### src/rtl/elbeth_memory_arbiter.sv
// ---------------------------------------------------------------------------
// elbeth_memory_arbiter
//
// Shares a single memory port between the ELBETH instruction-fetch side (I)
// and data-access side (D). One request is granted at a time; simultaneous
// requests alternate (round robin) based on the side granted last. A granted
// request is range/alignment checked, then run on the memory port with an
// optional bus timeout. The outcome goes back to the granted side as a
// one-cycle ready or error pulse.
//
// Parameters
//   ADDR_W   memory word-address width
//   TIMEOUT  max ACCESS cycles without mem_ready/mem_error (0 = wait forever)
//
// Ports
//   clk, rst                          clock, async active-high reset
//   imem_en, imem_addr                fetch request and byte address
//   imem_rdata, imem_ready, imem_error  fetch result and completion pulses
//   dmem_en, dmem_addr, dmem_wdata, dmem_rw  data request (rw=0 -> read)
//   dmem_rdata, dmem_ready, dmem_error  data result and completion pulses
//   mem_en, mem_addr, mem_wdata, mem_rw  memory port request
//   mem_rdata, mem_ready, mem_error   memory port response
// ---------------------------------------------------------------------------
module elbeth_memory_arbiter #(
   parameter int ADDR_W  = 8,
   parameter int TIMEOUT = 15
) (
   input  logic              clk,
   input  logic              rst,

   input  logic              imem_en,
   input  logic [31:0]       imem_addr,
   output logic [31:0]       imem_rdata,
   output logic              imem_ready,
   output logic              imem_error,

   input  logic              dmem_en,
   input  logic [31:0]       dmem_addr,
   input  logic [31:0]       dmem_wdata,
   input  logic [3:0]        dmem_rw,
   output logic [31:0]       dmem_rdata,
   output logic              dmem_ready,
   output logic              dmem_error,

   output logic              mem_en,
   output logic [ADDR_W-1:0] mem_addr,
   output logic [31:0]       mem_wdata,
   output logic [3:0]        mem_rw,
   input  logic [31:0]       mem_rdata,
   input  logic              mem_ready,
   input  logic              mem_error
);

   // A zero TIMEOUT still needs a one-bit counter so the declarations stay legal.
   localparam int CNT_W = (TIMEOUT > 0) ? $clog2(TIMEOUT + 1) : 1;
   localparam logic [CNT_W-1:0] CNT_LAST = (TIMEOUT > 0) ? CNT_W'(TIMEOUT - 1) : '0;
   localparam logic [CNT_W-1:0] CNT_MAX  = '1;

   typedef enum logic [1:0] {
      IDLE,
      ACCESS,
      RESP
   } state_t;

   typedef enum logic {
      GRANT_I,
      GRANT_D
   } side_t;

   state_t             state_q, state_n;
   side_t              last_grant_q, last_grant_n;
   side_t              owner_q, owner_n;
   logic               resp_err_q, resp_err_n;
   logic [ADDR_W-1:0]  addr_q, addr_n;
   logic [31:0]        wdata_q, wdata_n;
   logic [3:0]         rw_q, rw_n;
   logic [31:0]        rdata_q, rdata_n;
   logic [CNT_W-1:0]   cnt_q, cnt_n;
   logic               pick_d;
   logic               grant_bad;

   // The data side's byte offset is irrelevant for word-granular accesses.
   logic               unused_dmem_lsb;
   assign unused_dmem_lsb = ^dmem_addr[1:0];

   // D wins when it is the only requester, or when both request and I was
   // granted last time; otherwise I wins.
   assign pick_d = dmem_en && (!imem_en || (last_grant_q == GRANT_I));

   // State and datapath registers. Everything the outputs are built from lives
   // here, so requester inputs never reach the memory port combinationally.
   always_ff @(posedge clk or posedge rst) begin
      if (rst) begin
         state_q      <= IDLE;
         last_grant_q <= GRANT_I;
         owner_q      <= GRANT_I;
         resp_err_q   <= 1'b0;
         addr_q       <= '0;
         wdata_q      <= '0;
         rw_q         <= '0;
         rdata_q      <= '0;
         cnt_q        <= '0;
      end else begin
         state_q      <= state_n;
         last_grant_q <= last_grant_n;
         owner_q      <= owner_n;
         resp_err_q   <= resp_err_n;
         addr_q       <= addr_n;
         wdata_q      <= wdata_n;
         rw_q         <= rw_n;
         rdata_q      <= rdata_n;
         cnt_q        <= cnt_n;
      end
   end

   // Next-state logic: arbitrate and check in IDLE, watch the memory response
   // and timeout in ACCESS, and spend exactly one cycle in RESP.
   always_comb begin
      state_n      = state_q;
      last_grant_n = last_grant_q;
      owner_n      = owner_q;
      resp_err_n   = resp_err_q;
      addr_n       = addr_q;
      wdata_n      = wdata_q;
      rw_n         = rw_q;
      rdata_n      = rdata_q;
      cnt_n        = cnt_q;
      grant_bad    = 1'b0;

      case (state_q)
         IDLE: begin
            if (imem_en || dmem_en) begin
               if (pick_d) begin
                  owner_n   = GRANT_D;
                  addr_n    = dmem_addr[ADDR_W+1:2];
                  wdata_n   = dmem_wdata;
                  rw_n      = dmem_rw;
                  grant_bad = |dmem_addr[31:ADDR_W+2];
               end else begin
                  owner_n   = GRANT_I;
                  addr_n    = imem_addr[ADDR_W+1:2];
                  wdata_n   = '0;
                  rw_n      = '0;
                  grant_bad = (|imem_addr[1:0]) || (|imem_addr[31:ADDR_W+2]);
               end
               last_grant_n = owner_n;
               cnt_n        = '0;
               if (grant_bad) begin
                  state_n    = RESP;
                  resp_err_n = 1'b1;
               end else begin
                  state_n    = ACCESS;
                  resp_err_n = 1'b0;
               end
            end
         end

         ACCESS: begin
            // An error wins even when the memory also claims ready.
            if (mem_error) begin
               state_n    = RESP;
               resp_err_n = 1'b1;
               rdata_n    = '0;
            end else if (mem_ready) begin
               state_n    = RESP;
               resp_err_n = 1'b0;
               rdata_n    = mem_rdata;
            end else if ((TIMEOUT > 0) && (cnt_q == CNT_LAST)) begin
               state_n    = RESP;
               resp_err_n = 1'b1;
               rdata_n    = '0;
            end else if (cnt_q != CNT_MAX) begin
               cnt_n = cnt_q + CNT_W'(1);
            end
         end

         RESP: begin
            state_n = IDLE;
         end

         default: begin
            state_n = IDLE;
         end
      endcase
   end

   // Outputs are pure decodes of registered state.
   assign mem_en     = (state_q == ACCESS);
   assign mem_addr   = addr_q;
   assign mem_wdata  = wdata_q;
   assign mem_rw     = rw_q;

   assign imem_ready = (state_q == RESP) && (owner_q == GRANT_I) && !resp_err_q;
   assign imem_error = (state_q == RESP) && (owner_q == GRANT_I) &&  resp_err_q;
   assign dmem_ready = (state_q == RESP) && (owner_q == GRANT_D) && !resp_err_q;
   assign dmem_error = (state_q == RESP) && (owner_q == GRANT_D) &&  resp_err_q;

   assign imem_rdata = rdata_q;
   assign dmem_rdata = rdata_q;

endmodule
### config.mk
export PLATFORM = sky130hd
export DESIGN_NAME = elbeth_memory_arbiter
export DESIGN_NICKNAME = d
export VERILOG_FILES = /design/src/rtl/elbeth_memory_arbiter.sv
export SDC_FILE = /design/constraint.sdc
export NUM_CORES = 1
export LEC_CHECK = 0
export ABC_AREA = 1
export CORE_MARGIN = 8
export CORE_UTILIZATION = 40
export DETAILED_ROUTE_END_ITERATION = 6
export PLACE_DENSITY = 0.87
export SLEW_MARGIN = 0
export SYNTH_ARGS = -nofsm -noshare
export SYNTH_HDL_FRONTEND = slang
export SYNTH_SLANG_ARGS = --single-unit
### constraint.sdc
create_clock -name clk -period 5.89 [get_ports clk]
set_input_delay 1.178 -clock clk [delete_from_list [all_inputs] [get_ports clk]]
set_output_delay 1.178 -clock clk [all_outputs]
set_load 0.005 [all_outputs]
==> results.sh, run 1 <==
export IMPL_endpoint_kind="flip-flop"
export IMPL_die_area_um2=13330
export IMPL_hold_start="mem_rw[2]"
export IMPL_cts_tree="done"
export IMPL_min_period_ns=3.306
export IMPL_grt_total_usage_pct=19.52
export IMPL_seq_area_frac_synth_pct=53.11
export IMPL_skew_ns=0.009528
export IMPL_fp_coreArea_um2=9684
export IMPL_fin_util_pct=66.20
export IMPL_synth_top_area_cell="dfrtp_1"
export IMPL_r2r_slack_ns=3.43
export IMPL_dr_total_vias=3782
export IMPL_critPathMaxFanout=50
export IMPL_dieWidth_um=115.5
export IMPL_avgViaCountPerCell=4.812
export IMPL_crit_end="mem_addr[2]"
export IMPL_finalHoldViolations=0
export IMPL_area_growth_pct=62.00
export IMPL_place_area_um2=6231
export IMPL_outcome="completed"
export IMPL_antenna_found_initial=0
export IMPL_syn_avg_cell_area_um2=9.015
export IMPL_final_fill_count=765
export IMPL_final_cell_count_no_fill=786
export IMPL_slew_viol_final=0
export IMPL_syn_cell_area_um2=3958
export IMPL_nets=788
export IMPL_power_density_nw_per_um2=212.2
export IMPL_drive_above_1_share_pct=4.288
export IMPL_placed_cells=770
export IMPL_synth_xor_area_share_pct=0.2213
export IMPL_dp_hpwl_mm=10.46
export IMPL_syn_inst=439
export IMPL_max_freq_ghz=0.3025
export IMPL_worstPathArrival_ns=3.54
export IMPL_cts_sinks=84
export IMPL_synth_simple_gate_area_share_pct=21.53
export IMPL_grt_pass1_vias=4044
export IMPL_synth_compound_area_share_pct=10.78
export IMPL_drc_errors=0
export IMPL_final_area_um2=6411
export IMPL_synthMuxAreaShare_pct=0
export IMPL_maxCapViolCount=0
export IMPL_r2r_worst_path_cells=6
export IMPL_n_antenna_cell=0
export IMPL_clk_latency_ns=0.35
export IMPL_grt_max_degree=51
export IMPL_period_share_pct=56.13
export IMPL_hp_class="reg2reg"
export IMPL_regArea_um2=2102
export IMPL_p_leak_nw=2.979
export IMPL_cts_resized_gates=0
export IMPL_rows=36
export IMPL_synth_fa_ha_area_share_pct=0.6323
export IMPL_synth_top_family_by_area="simple AND/OR/NAND/NOR gates"
export IMPL_cts_htree_levels=3
export IMPL_rsz0062_at_grt="false"
export IMPL_tightest_slew_ns=1.125
export IMPL_grt_pass1_wl_mm=20.54
export IMPL_reg2reg_to="mem_addr[2]"
export IMPL_wirelength_mm=13.38
export IMPL_root_buffer="clkbuf_8"
export IMPL_grt_overflow_total=0
export IMPL_crit_type="in2reg"
export IMPL_drt_initial_drc_count=252
export IMPL_cts_made_buffers=9
export IMPL_yosys_top_cells_area="dfrtp_1 (53%), nand2_1 (11%), a22o_1 (7.1%)"
export IMPL_final_antenna_net_count=0
export IMPL_setup_violations=0
export IMPL_io_pins=251
export IMPL_startpoint="dmem_en"
export IMPL_critPathLaunchType="primary input"
export IMPL_first_pass_iters=4
export IMPL_cts_setup_buffers=0
export IMPL_netlist_area_leader_share_pct=53.11
export IMPL_cts_path_max_buffers=2
export IMPL_power_mw=1.360
export IMPL_tns_ns=0
export IMPL_path_clk_slew_ns=0.09
export IMPL_yosysWarnings=0
export IMPL_wl_per_cell_um=17.02
export IMPL_reg2reg_from="state_q[0]"
export IMPL_syn_nets=579
export IMPL_synth_seq_cells=84
export IMPL_vdd_ir_drop_worst_uv=146.8
export IMPL_synth_distinct_cells=26
export IMPL_start_util_pct=40.87
export IMPL_worstPathRequired_ns=6.12
export IMPL_max_slew_margin_rel_pct=24.80
export IMPL_die_h_um=115.5
export IMPL_hold_buffers=0
export IMPL_port_buffers=248
export IMPL_multi_input_area_um2=1313
export IMPL_place_congestion=0.8096
## placed cells by master, fill, tap and decap left out
master	count
a21oi_1	4
a22o_1	32
and2_1	1
buf_4	1
clkbuf_1	2
clkbuf_8	11
clkdlybuf4s50_1	248
clkinv_1	1
clkinv_2	3
clkinv_4	1
clkinvlp_4	1
dfrtp_1	84
ha_1	2
inv_1	36
inv_2	3
nand2_1	116
nand2_2	1
nand2_4	1
nand3_1	43
nand3_2	2
nor2_1	33
nor2_4	2
nor3_1	1
o21ai_0	11
o21ai_1	8
o21ai_4	1
o31ai_1	2
or2_2	1
xnor2_1	1
## how the worst min path moves through the flow
stage | endpoint | slack [ns] | cells past startpoint
global placement | mem_wdata[0] | 0.46 | 2
detailed placement | mem_wdata[18] | 0.47 | 2
CTS | mem_rw[2] | 0.49 | 2
finish | mem_rw[2] | 0.49 | 2
floorplan | mem_rw[0] | 0.47 | 2
global route | mem_wdata[26] | 0.52 | 2
## cells in the mapped netlist, drive strengths merged
| library cell | instances |
|---|---|
| clkinv | 2 |
| ha | 2 |
| nor3 | 1 |
| dfrtp | 84 |
| inv | 40 |
| or2 | 1 |
| buf | 51 |
| and2 | 1 |
| nand3 | 45 |
| o21ai | 20 |
| a21oi | 4 |
| a22o | 32 |
| xnor2 | 1 |
| nand2 | 118 |
| o31ai | 2 |
| nor2 | 35 |
## per-layer routing
| layer | track usage, % | part of all wire [%] | vias up | routed length (um) |
|---|---|---|---|---|
| li1 | - | - | 1795 | - |
| met1 | 20.50 | 37 | 1791 | 5005 |
| met2 | 35.74 | 51 | 178 | 6855 |
| met3 | 6.097 | 9.7 | 18 | 1300 |
| met4 | 7.180 | 1.6 | 0 | 218 |
| met5 | 0 | 0 | - | 0 |
## stage by stage
step           hold slack, ns  setup WS, ns
3_5_place_dp           0.4704         2.210
2_1_floorplan          0.4726         2.547
6_report               0.4867         2.584
4_1_cts                0.4912         2.599
3_3_place_gp           0.4626         2.310
5_1_grt                0.5154         2.411
## where the power goes
| part | total [mW] | internal, mW | switching [mW] |
|---|---|---|---|
| registers | 0.657 | 0.627 | 0.0302 |
| clock network | 0.376 | 0.177 | 0.199 |
| logic | 0.327 | 0.193 | 0.134 |
## critical path: stages
cell	delay, ns
clkdlybuf4s50_1	0.49
nor2_1	0.07
nor2_4	0.86
inv_2	0.61
nand2_1	0.20
o21ai_1	0.09
## sequential cells by signal, indices dropped and copies added, names as in the netlist
| signal | cells |
|---|---|
| dmem_rdata | 32 |
| mem_wdata | 32 |
| mem_addr | 8 |
| cnt_q | 4 |
| mem_rw | 4 |
| state_q | 2 |
| owner_q | 1 |
| resp_err_q | 1 |
## kinds of logic after synthesis
group | count (synthesis)
adder cells (fa/ha/maj) | 2
flip-flops | 84
AND/OR/NAND/NOR | 201
AO/OA/AOI/OAI | 58
buffers and inverters | 93
XOR/XNOR | 1
## final cells by class
cell class,instances,area share [%]
clock inverters,3,0.3318
clock buffers,13,2.479
well taps,133,2.596
flip-flops and latches,84,32.79
repair buffers,249,38.84
multi-input cells,262,20.47
inverters,42,2.498
Power figures use the tool's default switching activity.
==> run 2, diff against run 1 <==
--- a/config.mk
+++ b/config.mk
@@ -7,9 +7,9 @@
 export LEC_CHECK = 0
 export ABC_AREA = 1
 export CORE_MARGIN = 8
-export CORE_UTILIZATION = 40
+export CORE_UTILIZATION = 33
 export DETAILED_ROUTE_END_ITERATION = 6
-export PLACE_DENSITY = 0.87
+export PLACE_DENSITY = 0.77
 export SLEW_MARGIN = 0
 export SYNTH_ARGS = -nofsm -noshare
 export SYNTH_HDL_FRONTEND = slang
==> constraint.sdc (replaced) <==
create_clock -name clk -period 2.7 [get_ports clk]
set_input_delay 0.54 -clock clk [delete_from_list [all_inputs] [get_ports clk]]
set_output_delay 0.54 -clock clk [all_outputs]
set_load 0.005 [all_outputs]
==> run 2 against run 1 <==
Compared with the run above:
- clock skew decreased by 0.0015 ns
- sequential power rose by 120%
- total power rose to 2.6 times the previous value
- global-route usage is 3.2 points lower
- critical path type is now reg2out
- largest cell class unchanged
- highest routed layer unchanged
==> results.sh, run 2 (synthesis results as in run 1) <==
export IMPL_layout_common_cells="clkdlybuf4s50_1 (248), nand2_1 (116), dfrtp_1 (84)"
export IMPL_cts_made_buffers=9
export IMPL_tightest_slew_ns=0.7221
export IMPL_p_leak_nw=3.062
export IMPL_avgViaCountPerCell=4.663
export IMPL_dp_hpwl_mm=10.01
export IMPL_cts_tree="done"
export IMPL_cts_setup_buffers=0
export IMPL_critPathMaxFanout=8
export IMPL_period_share_pct=78.48
export IMPL_port_buffers=248
export IMPL_start_util_pct=33.36
export IMPL_max_stage_delay_ns=0.57
export IMPL_final_fill_count=1019
export IMPL_first_pass_iters=6
export IMPL_n_antenna_cell=0
export IMPL_maxCapViolCount=0
export IMPL_path_clk_slew_ns=0.06
export IMPL_drc_errors=0
export IMPL_area_growth_pct=67.47
export IMPL_cts_path_max_buffers=2
export IMPL_grt_max_degree=85
export IMPL_io_pins=251
export IMPL_power_density_nw_per_um2=529.8
export IMPL_tns_ns=0
export IMPL_rows=40
export IMPL_wl_per_cell_um=16.15
export IMPL_path_cells="nor2_4, clkdlybuf4s50_1"
export IMPL_max_slew_margin_rel_pct=51.79
export IMPL_finalHoldViolations=0
export IMPL_die_h_um=125.5
export IMPL_die_area_um2=15750
export IMPL_dieWidth_um=125.5
export IMPL_crit_type="reg2out"
export IMPL_skew_ns=0.008056
export IMPL_place_congestion=0.8019
export IMPL_min_period_ns=2.119
export IMPL_clk_latency_ns=0.33
export IMPL_slew_viol_final=0
export IMPL_final_cell_count_no_fill=802
export IMPL_dr_total_vias=3740
export IMPL_final_antenna_net_count=0
export IMPL_vdd_ir_drop_worst_uv=228.9
export IMPL_final_common_cell="clkdlybuf4s50_1"
export IMPL_hp_class="reg2reg"
export IMPL_drive_above_1_share_pct=4.885
export IMPL_max_freq_ghz=0.4719
export IMPL_placed_cells=786
export IMPL_cts_sinks=84
export IMPL_grt_overflow_total=0
export IMPL_drt_initial_drc_count=303
export IMPL_worstPathArrival_ns=1.58
export IMPL_grt_pass1_vias=3965
export IMPL_worstPathRequired_ns=2.16
export IMPL_wirelength_mm=12.96
export IMPL_setup_violations=0
export IMPL_grt_pass1_wl_mm=20.87
export IMPL_fp_coreArea_um2=11860
export IMPL_rsz0062_at_grt="false"
export IMPL_endpoint_kind="output pin"
export IMPL_hold_buffers=0
export IMPL_root_buffer="clkbuf_16"
export IMPL_antenna_found_initial=0
export IMPL_critPathLaunchType="flip-flop"
export IMPL_fin_util_pct=55.88
export IMPL_critPathSlowestCell="clkdlybuf4s50_1"
export IMPL_outcome="completed"
export IMPL_grt_total_usage_pct=16.35
export IMPL_cts_resized_gates=0
export IMPL_cts_htree_levels=3
export IMPL_nets=790
## run 2: cell count changes in the layout (fill, tap and decap cells not counted), sizes merged
cell      change
buf           +2
bufinv        +2
clkbuf        -2
clkinv        -2
clkinvlp      +2
## run 2: worst max-delay path: cells and delay by family (launching register included)
kind / cells / cell delay [ns]
flops: 1 / 0.43
buf+inv: 1 / 0.57
simple gates: 1 / 0.25
## run 2: through the flow
stage	hold slack [ns]	cell area (um2)	setup slack, ns	total power, mW
2_1_floorplan	0.4726	3961	1.194	1.698
5_1_grt	0.5035	6628	0.4831	3.694
3_3_place_gp	0.4614	6291	0.5670	2.168
6_report	0.4791	6628	0.5811	3.511
3_5_place_dp	0.4641	6291	0.5393	2.187
4_1_cts	0.4822	6628	0.5396	3.559
## run 2: report_power, final
part / switching, mW / internal (mW)
clock: 0.495 / 0.862
sequential: 0.0651 / 1.37
combinational: 0.288 / 0.432
## run 2: worst paths after layout
check                             start             to  slack (ns)  cells after the start
min                        mem_wdata[6]   mem_wdata[6]        0.48                      2
max in group asynchronous           rst  mem_wdata[12]        1.67                      3
min reg2reg                mem_wdata[6]   mem_wdata[6]        0.48                      2
min in group asynchronous           rst  mem_wdata[29]        0.71                      3
max                          state_q[1]         mem_en        0.58                      2
max reg2reg                    cnt_q[0]       cnt_q[0]        1.02                      8
## run 2: cell type report
cell class | count | area (um2) | area share, %
Timing Repair Buffer | 251 | 2530 | 38.17
Sequential cell | 84 | 2102 | 31.72
Multi-Input combinational cell | 262 | 1313 | 19.80
Clock buffer | 11 | 252.7 | 3.813
Tap cell | 147 | 183.9 | 2.775
Inverter | 42 | 162.7 | 2.454
Clock inverter | 5 | 83.83 | 1.265
## run 2: routing by layer
metal	routed length [um]	global-route usage, %	vias to the layer above
li1	-	-	1799
met1	5249	18.45	1737
met2	6464	27.94	190
met3	1056	6.290	14
met4	184	4.943	0
met5	0	0	-
==> run 3, diff against run 2 <==
--- a/config.mk
+++ b/config.mk
@@ -7,9 +7,9 @@
 export LEC_CHECK = 0
 export ABC_AREA = 1
 export CORE_MARGIN = 8
-export CORE_UTILIZATION = 33
+export CORE_UTILIZATION = 37
 export DETAILED_ROUTE_END_ITERATION = 6
-export PLACE_DENSITY = 0.77
+export PLACE_DENSITY = 0.81
 export SLEW_MARGIN = 0
 export SYNTH_ARGS = -nofsm -noshare
 export SYNTH_HDL_FRONTEND = slang
==> constraint.sdc (replaced) <==
create_clock -name clk -period 2.2 [get_ports clk]
set_input_delay 0.44 -clock clk [delete_from_list [all_inputs] [get_ports clk]]
set_output_delay 0.44 -clock clk [all_outputs]
set_load 0.005 [all_outputs]
==> run 3 against run 2 <==
Compared with the run above:
- critical path depth rose by 2
- worst setup slack worse by 0.45 ns
- routed wire length rose by 4.0%
- global-route usage increased by 2.1 points
- sequential cell count is the same
- register-to-register slack worse by 0.49 ns
- largest cell class unchanged
==> results.sh, run 3 (synthesis results as in run 1) <==
export IMPL_root_buffer="clkbuf_8"
export IMPL_area_growth_pct=65.29
export IMPL_clk_latency_ns=0.36
export IMPL_final_area_um2=6541
export IMPL_grt_total_usage_pct=18.45
export IMPL_cts_setup_buffers=0
export IMPL_path_clk_slew_ns=0.10
export IMPL_p_leak_nw=3.050
export IMPL_worstPathRequired_ns=1.76
export IMPL_drive_above_1_share_pct=5.175
export IMPL_dieWidth_um=119.4
export IMPL_final_common_cell="clkdlybuf4s50_1"
export IMPL_cts_made_buffers=9
export IMPL_cts_path_max_buffers=2
export IMPL_reg2reg_from="cnt_q[0]"
export IMPL_first_pass_iters=4
export IMPL_tightest_slew_ns=0.7546
export IMPL_dp_hpwl_mm=10.35
export IMPL_drc_errors=0
export IMPL_cts_htree_levels=3
export IMPL_reg2reg_to="cnt_q[0]"
export IMPL_wl_per_cell_um=16.99
export IMPL_finalHoldViolations=0
export IMPL_critPathLaunchType="flip-flop"
export IMPL_cts_tree="done"
export IMPL_start_util_pct=38.16
export IMPL_final_fill_count=872
export IMPL_tns_ns=0
export IMPL_grt_pass1_vias=4060
export IMPL_outcome="completed"
export IMPL_critPathMaxFanout=5
export IMPL_place_congestion=0.7914
export IMPL_r2r_slack_ns=0.53
export IMPL_maxCapViolCount=0
export IMPL_wirelength_mm=13.48
export IMPL_avgViaCountPerCell=4.802
export IMPL_max_slew_margin_rel_pct=49.62
export IMPL_vdd_ir_drop_worst_uv=387.2
export IMPL_rsz0062_at_grt="false"
export IMPL_grt_max_degree=50
export IMPL_max_freq_ghz=0.4830
export IMPL_die_h_um=119.4
export IMPL_grt_overflow_total=0
export IMPL_endpoint_kind="output pin"
export IMPL_nets=792
export IMPL_drt_initial_drc_count=187
export IMPL_crit_type="reg2out"
export IMPL_dr_total_vias=3808
export IMPL_final_antenna_net_count=0
export IMPL_fp_coreArea_um2=10370
export IMPL_io_pins=251
export IMPL_place_area_um2=6305
export IMPL_r2r_worst_path_cells=8
export IMPL_power_density_nw_per_um2=600.7
export IMPL_hp_class="in2async"
export IMPL_min_period_ns=2.070
export IMPL_cts_sinks=84
export IMPL_period_share_pct=94.11
export IMPL_slew_viol_final=0
export IMPL_antenna_found_initial=0
export IMPL_die_area_um2=14260
export IMPL_setup_violations=0
export IMPL_n_antenna_cell=0
export IMPL_rows=37
export IMPL_layout_common_cells="clkdlybuf4s50_1 (247), nand2_1 (116), dfrtp_1 (84)"
export IMPL_skew_ns=0.01235
export IMPL_worstPathArrival_ns=1.63
export IMPL_port_buffers=248
export IMPL_grt_pass1_wl_mm=21.18
run 3: cell type report:
type / instances / area, um2 / share of cell area [%]
multi-input combinational: 262 / 1313 / 20.07
sequential: 84 / 2102 / 32.13
clock buffer: 10 / 137.6 / 2.104
tap: 136 / 170.2 / 2.601
timing repair buffer: 253 / 2560 / 39.14
inverter: 42 / 162.7 / 2.487
clock inverter: 6 / 96.34 / 1.473
run 3: timing repair:
action / CTS / global route
endpoints found under the setup margin: 0 / 1
resized for setup: 0 / 1
hold buffers: 0 / 0
run 3: worst max-delay path by stage:
stage | start | to | slack [ns] | depth (start not counted)
2_1_floorplan | rst | cnt_q[0] | 0.79 | 1
3_3_place_gp | dmem_en | mem_addr[1] | 0.23 | 6
3_5_place_dp | dmem_en | mem_wdata[14] | 0.17 | 6
4_1_cts | state_q[0] | dmem_ready | 0.08 | 4
5_1_grt | state_q[0] | imem_error | 0.01 | 4
6_report | state_q[0] | dmem_ready | 0.13 | 4
run 3: power by group:
| part | switching, mW | internal [mW] | leakage (nW) |
|---|---|---|---|
| sequential | 0.0839 | 1.68 | 1.12 |
| combinational | 0.364 | 0.535 | 1.81 |
| clock | 0.587 | 0.682 | 0.115 |
| total | 1.03 | 2.89 | 3.05 |
run 3: per-layer routing:
layer,up-vias,share of wire [%],GRT usage [%]
li1,1804,-,-
met1,1774,39,19.83
met2,200,47,30.56
met3,30,11,8.597
met4,0,3.0,8.275
met5,-,0,0
run 3: through the flow:
stage / power, mW / utilization (%) / hold slack (ns) / setup slack, ns / std cells
2_1_floorplan: 2.084 / - / 0.4726 / 0.7942 / 439
3_3_place_gp: 2.668 / 60.80 / 0.4622 / 0.2299 / 777
3_5_place_dp: 2.693 / 60.80 / 0.4644 / 0.1695 / 777
4_1_cts: 3.975 / 63.06 / 0.4660 / 0.07993 / 793
5_1_grt: 4.124 / 63.08 / 0.4912 / 0.01460 / 793
6_report: 3.930 / 63.08 / 0.4708 / 0.1295 / 793
run 3: worst max-delay path: stages (launching register included):
cell and delay [ns]:
dfrtp_1 0.39, inv_2 0.11, nand3_1 0.10, nor2_1 0.14
clkdlybuf4s50_1 0.54
